[config.mk]
export PLATFORM = sky130hd
export DESIGN_NAME = mcss_sched
export DESIGN_NICKNAME = d
export VERILOG_FILES = /design/src/rtl/mcss_pkg.sv /design/src/rtl/mcss_res_fifo.sv /design/src/rtl/mcss_sched.sv
export SDC_FILE = /design/constraint.sdc
export NUM_CORES = 1
export LEC_CHECK = 0
export CORE_MARGIN = 3
export CORE_UTILIZATION = 40
export DETAILED_ROUTE_END_ITERATION = 10
export HOLD_SLACK_MARGIN = 0.1
export PLACE_DENSITY = 0.62
export SETUP_SLACK_MARGIN = 0.02
export SLEW_MARGIN = 20
export SYNTH_ARGS = -nofsm -noshare
export SYNTH_HDL_FRONTEND = slang
export SYNTH_SLANG_ARGS = --single-unit
[constraint.sdc]
create_clock -name clk -period 12 [get_ports clk]
set_input_delay 1.8 -clock clk [delete_from_list [all_inputs] [get_ports clk]]
set_output_delay 1.8 -clock clk [all_outputs]
set_load 0.005 [all_outputs]
[src/rtl/mcss_pkg.sv]
// Shared constants and types for the MCSS issue controller and its result FIFO.
package mcss_pkg;

  localparam int WORD_W    = 32;
  localparam int TAG_COL_W = 16;

  // Most-negative signed 32-bit value; the running frame maximum starts here.
  localparam logic signed [WORD_W-1:0] MIN_S32 = 32'sh8000_0000;

  // Engine latency: one register per reduction-tree level plus the input register.
  function automatic int mcss_lat(input int img_rows);
    return $clog2(img_rows) + 1;
  endfunction

  typedef struct packed {
    logic [TAG_COL_W-1:0] col;
    logic                 last;
  } res_tag_t;

  typedef struct packed {
    logic [WORD_W-1:0] data;
    res_tag_t          tag;
  } res_entry_t;

endpackage

[src/rtl/mcss_res_fifo.sv]
// Synchronous result FIFO with occupancy count, same-cycle push/pop (legal even
// when full) and an overflow strobe for a push that finds no room.
module mcss_res_fifo
  import mcss_pkg::*;
#(
  parameter int DEPTH = 4
) (
  input  logic                       clk,
  input  logic                       rst,
  input  logic                       push,
  input  res_entry_t                 wdata,
  input  logic                       pop,
  output res_entry_t                 rdata,
  output logic [$clog2(DEPTH+1)-1:0] count,
  output logic                       overflow
);

  localparam int CNT_W = $clog2(DEPTH + 1);
  localparam int PTR_W = (DEPTH > 1) ? $clog2(DEPTH) : 1;

  res_entry_t       mem [DEPTH];
  logic [PTR_W-1:0] wr_ptr;
  logic [PTR_W-1:0] rd_ptr;
  logic             full;
  logic             do_push;
  logic             do_pop;

  // Pointer wrap that also works for depths that are not a power of two.
  function automatic logic [PTR_W-1:0] ptr_inc(input logic [PTR_W-1:0] p);
    return (p == PTR_W'(DEPTH - 1)) ? '0 : p + 1'b1;
  endfunction

  assign full     = (count == CNT_W'(DEPTH));
  assign do_pop   = pop && (count != '0);
  assign do_push  = push && (!full || do_pop);
  assign overflow = push && !do_push;
  assign rdata    = mem[rd_ptr];

  // Payload storage write.
  // NOTE: the payload array has no reset; pointers and count decide which entries are live and the reader gates data with valid.
  always_ff @(posedge clk) begin
    if (do_push) mem[wr_ptr] <= wdata;
  end

  // Pointer and occupancy update.
  // NOTE: sequential state uses nonblocking assignments so every register samples pre-edge values.
  always_ff @(posedge clk) begin
    if (rst) begin
      wr_ptr <= '0;
      rd_ptr <= '0;
      count  <= '0;
    end else begin
      if (do_push) wr_ptr <= ptr_inc(wr_ptr);
      if (do_pop)  rd_ptr <= ptr_inc(rd_ptr);
      count <= count + CNT_W'(do_push) - CNT_W'(do_pop);
    end
  end

endmodule

[src/rtl/mcss_sched.sv]
// Issue controller for the pipelined MCSS reduction engine: credit-based issue,
// tag pipeline aligned to engine latency, in-order result FIFO, frame maximum.
module mcss_sched
  import mcss_pkg::*;
#(
  parameter int IMG_ROWS   = 4,
  parameter int FIFO_DEPTH = 4,
  parameter int COL_W      = TAG_COL_W
) (
  input  logic                       clk,
  input  logic                       rst,
  input  logic                       in_valid,
  output logic                       in_ready,
  input  logic [IMG_ROWS*WORD_W-1:0] in_data,
  input  logic                       in_last,
  output logic                       eng_en,
  output logic [IMG_ROWS*WORD_W-1:0] eng_arr,
  input  logic                       eng_valid,
  input  logic                       eng_empty,
  input  logic [WORD_W-1:0]          eng_result,
  output logic                       out_valid,
  input  logic                       out_ready,
  output logic [WORD_W-1:0]          out_data,
  output logic [COL_W-1:0]           out_col,
  output logic                       out_last,
  output logic [WORD_W-1:0]          frame_max,
  output logic                       frame_max_valid,
  output logic                       busy,
  output logic                       err
);

  localparam int LAT   = mcss_lat(IMG_ROWS);
  localparam int CNT_W = $clog2(FIFO_DEPTH + 1);
  localparam int INF_W = $clog2(LAT + 1);
  localparam int SUM_W = $clog2(FIFO_DEPTH + LAT + 1) + 1;

  typedef struct packed {
    logic     valid;
    res_tag_t tag;
  } slot_t;

  logic                       accept;
  logic                       pop;
  logic                       stray;
  logic                       push;
  logic [INF_W-1:0]           inflight;
  logic [CNT_W-1:0]           fifo_count;
  logic [SUM_W-1:0]           credit_used;
  logic [COL_W-1:0]           col_cnt;
  logic [IMG_ROWS*WORD_W-1:0] arr_q;
  slot_t                      tag_pipe [LAT];
  slot_t                      tag_out;
  res_entry_t                 fifo_wdata;
  res_entry_t                 fifo_rdata;
  logic                       fifo_overflow;
  logic signed [WORD_W-1:0]   running_max;
  logic signed [WORD_W-1:0]   pop_max;

  // Credits: everything buffered or still inside the engine, less the entry leaving now.
  assign pop         = out_valid && out_ready;
  assign credit_used = SUM_W'(fifo_count) + SUM_W'(inflight) - SUM_W'(pop);
  assign in_ready    = !rst && (credit_used < SUM_W'(FIFO_DEPTH));
  assign accept      = in_valid && in_ready;

  // The engine registers eng_arr itself, so the column is passed through on the accept cycle.
  assign eng_en  = accept;
  assign eng_arr = accept ? in_data : arr_q;

  // A result with nothing in flight has no owner and is dropped.
  assign stray   = eng_valid && (inflight == '0);
  assign push    = eng_valid && !stray;
  assign tag_out = tag_pipe[LAT-1];

  assign busy = (inflight != '0) || (fifo_count != '0) || !eng_empty;

  // Hold the last issued column so eng_arr is stable between issues.
  always_ff @(posedge clk) begin
    if (rst)         arr_q <= '0;
    else if (accept) arr_q <= in_data;
  end

  // Count columns inside the engine: up on issue, down on an owned result.
  always_ff @(posedge clk) begin
    if (rst) inflight <= '0;
    else     inflight <= inflight + INF_W'(accept) - INF_W'(push);
  end

  // Tag shift register, LAT deep, so each tag emerges together with its eng_valid.
  always_ff @(posedge clk) begin
    if (rst) begin
      for (int i = 0; i < LAT; i++) tag_pipe[i] <= '0;
    end else begin
      tag_pipe[0].valid   <= accept;
      tag_pipe[0].tag.col <= TAG_COL_W'(col_cnt);
      tag_pipe[0].tag.last <= in_last;
      for (int i = 1; i < LAT; i++) tag_pipe[i] <= tag_pipe[i-1];
    end
  end

  // Column index within the frame; restarts after the frame's last column.
  always_ff @(posedge clk) begin
    if (rst)         col_cnt <= '0;
    else if (accept) col_cnt <= in_last ? '0 : col_cnt + 1'b1;
  end

  // Assemble the FIFO entry from the engine result and its tag.
  always_comb begin
    // NOTE: default the whole struct first so no path through this block can infer a latch.
    fifo_wdata      = '0;
    fifo_wdata.data = eng_result;
    fifo_wdata.tag  = tag_out.tag;
  end

  mcss_res_fifo #(
    .DEPTH (FIFO_DEPTH)
  ) u_res_fifo (
    .clk      (clk),
    .rst      (rst),
    .push     (push),
    .wdata    (fifo_wdata),
    .pop      (pop),
    .rdata    (fifo_rdata),
    .count    (fifo_count),
    .overflow (fifo_overflow)
  );

  // Head of the FIFO, forced to zero when empty so stale payload never shows.
  assign out_valid = (fifo_count != '0);
  assign out_data  = out_valid ? fifo_rdata.data : '0;
  assign out_col   = out_valid ? COL_W'(fifo_rdata.tag.col) : '0;
  assign out_last  = out_valid && fifo_rdata.tag.last;

  // Sticky protocol error: orphan result, tag misalignment, or FIFO overflow.
  always_ff @(posedge clk) begin
    if (rst) err <= 1'b0;
    else if (stray || (tag_out.valid != eng_valid) || fifo_overflow) err <= 1'b1;
  end

  assign pop_max = ($signed(out_data) > running_max) ? $signed(out_data) : running_max;

  // Running maximum over popped results; published and restarted on the frame's last pop.
  always_ff @(posedge clk) begin
    if (rst) begin
      running_max     <= MIN_S32;
      frame_max       <= '0;
      frame_max_valid <= 1'b0;
    end else begin
      frame_max_valid <= pop && out_last;
      if (pop) begin
        if (out_last) begin
          frame_max   <= pop_max;
          running_max <= MIN_S32;
        end else begin
          running_max <= pop_max;
        end
      end
    end
  end

endmodule
==> flow_metrics.env <==
export IMPL_status="finished clean"
export IMPL_wl_per_cell_um=19.4
export IMPL_fp_row_count=78
export IMPL_ys_flop_type="dfxtp_1"
export IMPL_post_cts_buffers=0
export IMPL_ir_drop_mv=0.142
export IMPL_setup_tns_ns=0
export IMPL_swShare=0.344
export IMPL_clock_latency_ns=0.59
export IMPL_fin_crit_sh=0.672
export IMPL_grt_overflow_total=0
export IMPL_track_usage=0.204
export IMPL_fin_skew_ns=0.0184
export IMPL_syn_num_nets=1871
export IMPL_clockRootBuffer="clkbuf_16"
export IMPL_synthToLayoutAreaGrowth_pct=32.6
export IMPL_finalSetupViolCount=0
export IMPL_cts_buffer_depth=3
export IMPL_final_cell_area_mm2=0.0246
export IMPL_power_internal_uw=3740
export IMPL_port_buffer_count=381
export IMPL_cts_repair_resized=0
export IMPL_reg2reg_to="arr_q[89]"
export IMPL_die_y_um=222
export IMPL_antenna_found_initial=3
export IMPL_start_util=0.407
export IMPL_htreeDepth=2
export IMPL_vias_per_cell=4.96
export IMPL_grt_max_degree=131
export IMPL_maxSlewHeadroom=0.376
export IMPL_nets=2227
export IMPL_layout_area_seq_mm2=0.0114
export IMPL_hold_path_class="flop to flop"
export IMPL_clk_pin_slew_ns=0.07
export IMPL_clock_sinks=471
export IMPL_path_max_fanout=86
export IMPL_async_reset_ff_frac=0
export IMPL_die_w_um=222
export IMPL_r2r_cells=17
export IMPL_multi_input_area_mm2=0.00661
export IMPL_cts_tree="built"
export IMPL_ys_types=49
export IMPL_ant_nets=0
export IMPL_whs_endpoint="tag_pipe[0][51]"
export IMPL_grt_setup_unrepaired="false"
export IMPL_p_leak_uw=0.00942
export IMPL_slew_viol_final=0
export IMPL_whs_path_depth=1
export IMPL_wirelength_mm=51.6
export IMPL_core_area_mm2=0.0457
export IMPL_synth_edf_count=196
export IMPL_grt_pass1_vias=13200
export IMPL_hpwl_mm=35.0
export IMPL_arrival_ns=6.27
export IMPL_hold_violations=0
export IMPL_cap_violations=0
export IMPL_nFillCells=4005
export IMPL_syn_area_per_cell_um2=11.2
export IMPL_p_switching_uw=1960
export IMPL_synthTopCellsByArea="edfxtp_1 32%, dfxtp_1 30%, nand2_1 8.7%"
export IMPL_seq_power_share=0.337
export IMPL_ff2ff_setup_slack_ns=6.98
export IMPL_dpl_cell_area_mm2=0.0229
export IMPL_die_area_mm2=0.0491
export IMPL_layout_drive_gt1_share=0.0823
export IMPL_min_period_ns=8.07
export IMPL_yosysTopAreaCell="edfxtp_1"
export IMPL_cp_required_ns=10.20
export IMPL_cts_made_buffers=49
export IMPL_end_kind="output port"
export IMPL_synth_top_area_frac=0.317
export IMPL_tightest_slew_ns=0.936
export IMPL_synth_warnings=0
export IMPL_synth_sequential_area_ratio=0.613
export IMPL_p_clk_frac=0.275
export IMPL_drtIter0Drc=699
export IMPL_gp_congestion=0.885
export IMPL_synth_ff_latch_count=471
export IMPL_power_per_cell_area_mw_per_mm2=232
export IMPL_hold_buffers=0
export IMPL_io_pins=382
export IMPL_drc=0
export IMPL_vias=13200
export IMPL_r2r_start="u_res_fifo.count[1]"
export IMPL_combinationalPowerShare=0.388
export IMPL_syn_inst=1657
export IMPL_cp_start_kind="input port"
export IMPL_netlist_area_mm2=0.0186
export IMPL_min_from="tag_pipe[0][33]"
export IMPL_path_class="input port to output port"
export IMPL_grt_first_pass_wirelength_mm=78.1
export IMPL_first_pass_iters=5
export IMPL_fmax_mhz=124
cell usage in the layout (no fill, tap or decap), types with 3 or more instances in the layout:
cell	n
ha_1	46
buf_4	19
nor2b_1	102
xor2_1	6
clkbuf_16	54
a21oi_1	21
clkdlybuf4s50_1	380
dfxtp_1	273
clkinv_2	7
nand2_1	432
nor3_1	4
nand4_1	75
inv_1	53
and2_1	128
clkbuf_1	11
clkbuf_8	8
clkinv_1	5
nor2_1	38
nand3_1	42
mux4_2	49
edfxtp_1	196
xnor2_1	11
bufinv_16	3
o21ai_0	6
and2_2	4
nor4_4	3
a22o_1	31
and3_1	3
critical path, stage by stage:
cell	delay, ns
clkdlybuf4s50_1	0.51
nand2_1	0.16
inv_1	0.09
ha_1	0.14
inv_1	0.05
ha_1	0.26
and3b_1	0.18
nor4_2	0.43
o211ai_4	0.12
buf_4	0.31
inv_4	0.45
buf_4	0.76
nand2_1	0.12
nand2_1	0.18
clkdlybuf4s50_1	0.55
through the flow:
step	std cells	total power [uW]	utilization	worst slack, ns	hold slack, ns
6_report	2656	5700	0.539	3.93	0.431
2_1_floorplan	1657	3110	-	6.32	0.414
5_1_grt	2655	6030	0.539	3.59	0.449
4_1_cts	2654	5780	0.539	3.93	0.433
3_5_place_dp	2562	4180	0.502	3.94	0.420
3_3_place_gp	2562	4170	0.502	4.00	0.418
cell families after synthesis:
logic type / count (synthesis) / synth area share
compound gates: 74 / 0.0301
xor+xnor: 17 / 0.00801
fa+ha+maj: 47 / 0.0321
buf+inv: 151 / 0.0335
flops: 471 / 0.613
mux: 51 / 0.0605
simple gates: 846 / 0.223
area by class of cell:
| class | count | area share |
|---|---|---|
| diodes | 2 | 0.000203 |
| clock inverters | 19 | 0.00792 |
| well taps | 600 | 0.0305 |
| inverters | 55 | 0.00848 |
| clock buffers | 73 | 0.0610 |
| flip-flops and latches | 471 | 0.463 |
| multi-input cells | 1035 | 0.268 |
| repair buffers | 401 | 0.161 |
cell usage after synthesis (2+ instances only):
library cell  number
nand2_1          432
dfxtp_1          275
edfxtp_1         196
and2_1           132
nor2b_1          102
nand4_1           75
clkbuf_1          73
inv_1             54
mux4_2            49
ha_1              46
nand3_1           42
nor2_1            39
a22o_1            31
a21oi_1           21
buf_2             14
xnor2_1           11
o21ai_0            6
xor2_1             6
buf_6              5
and3_1             4
buf_1              4
nor3_1             4
a21o_1             2
a31oi_1            2
and4_1             2
mux2i_1            2
nand4_2            2
nor3_2             2
nor4_2             2
nor4_4             2
or3_1              2
state kept, by name, indices dropped and copies added, names as in the netlist, named ones only:
signal,flops
u_res_fifo.mem,196
frame_max,32
u_res_fifo.rd_ptr,2
arr_q,128
running_max,32
frame_max_valid,1
u_res_fifo.wr_ptr,2
err,1
tag_pipe,54
col_cnt,16
inflight,2
u_res_fifo.count,3
worst max-delay path by stage:
stage	from	to	slack, ns
after floorplan	out_ready	eng_arr[100]	6.32
after global placement	out_ready	eng_arr[90]	4.00
after detailed placement	out_ready	eng_arr[89]	3.94
after CTS	out_ready	eng_arr[89]	3.93
after global routing	out_ready	eng_arr[82]	3.59
final	out_ready	eng_arr[90]	3.93
metal layers:
layer,vias up,share of wire,global-route usage,routed length (um)
li1,6360,-,-,-
met1,6343,0.41,0.251,21400
met2,411,0.48,0.342,24800
met3,67,0.085,0.0723,4360
met4,2,0.019,0.0510,965
met5,-,0.00025,0,13
power by group through the flow:
stage               clock network, uW  registers (uW)  logic (uW)
finish                           1570            1920        2210
global route                     1670            1940        2420
CTS                              1610            1920        2240
detailed placement                  0            1960        2220
global placement                    0            1950        2220
floorplan                           0            1920        1180
(Power assumes the default switching activity.)
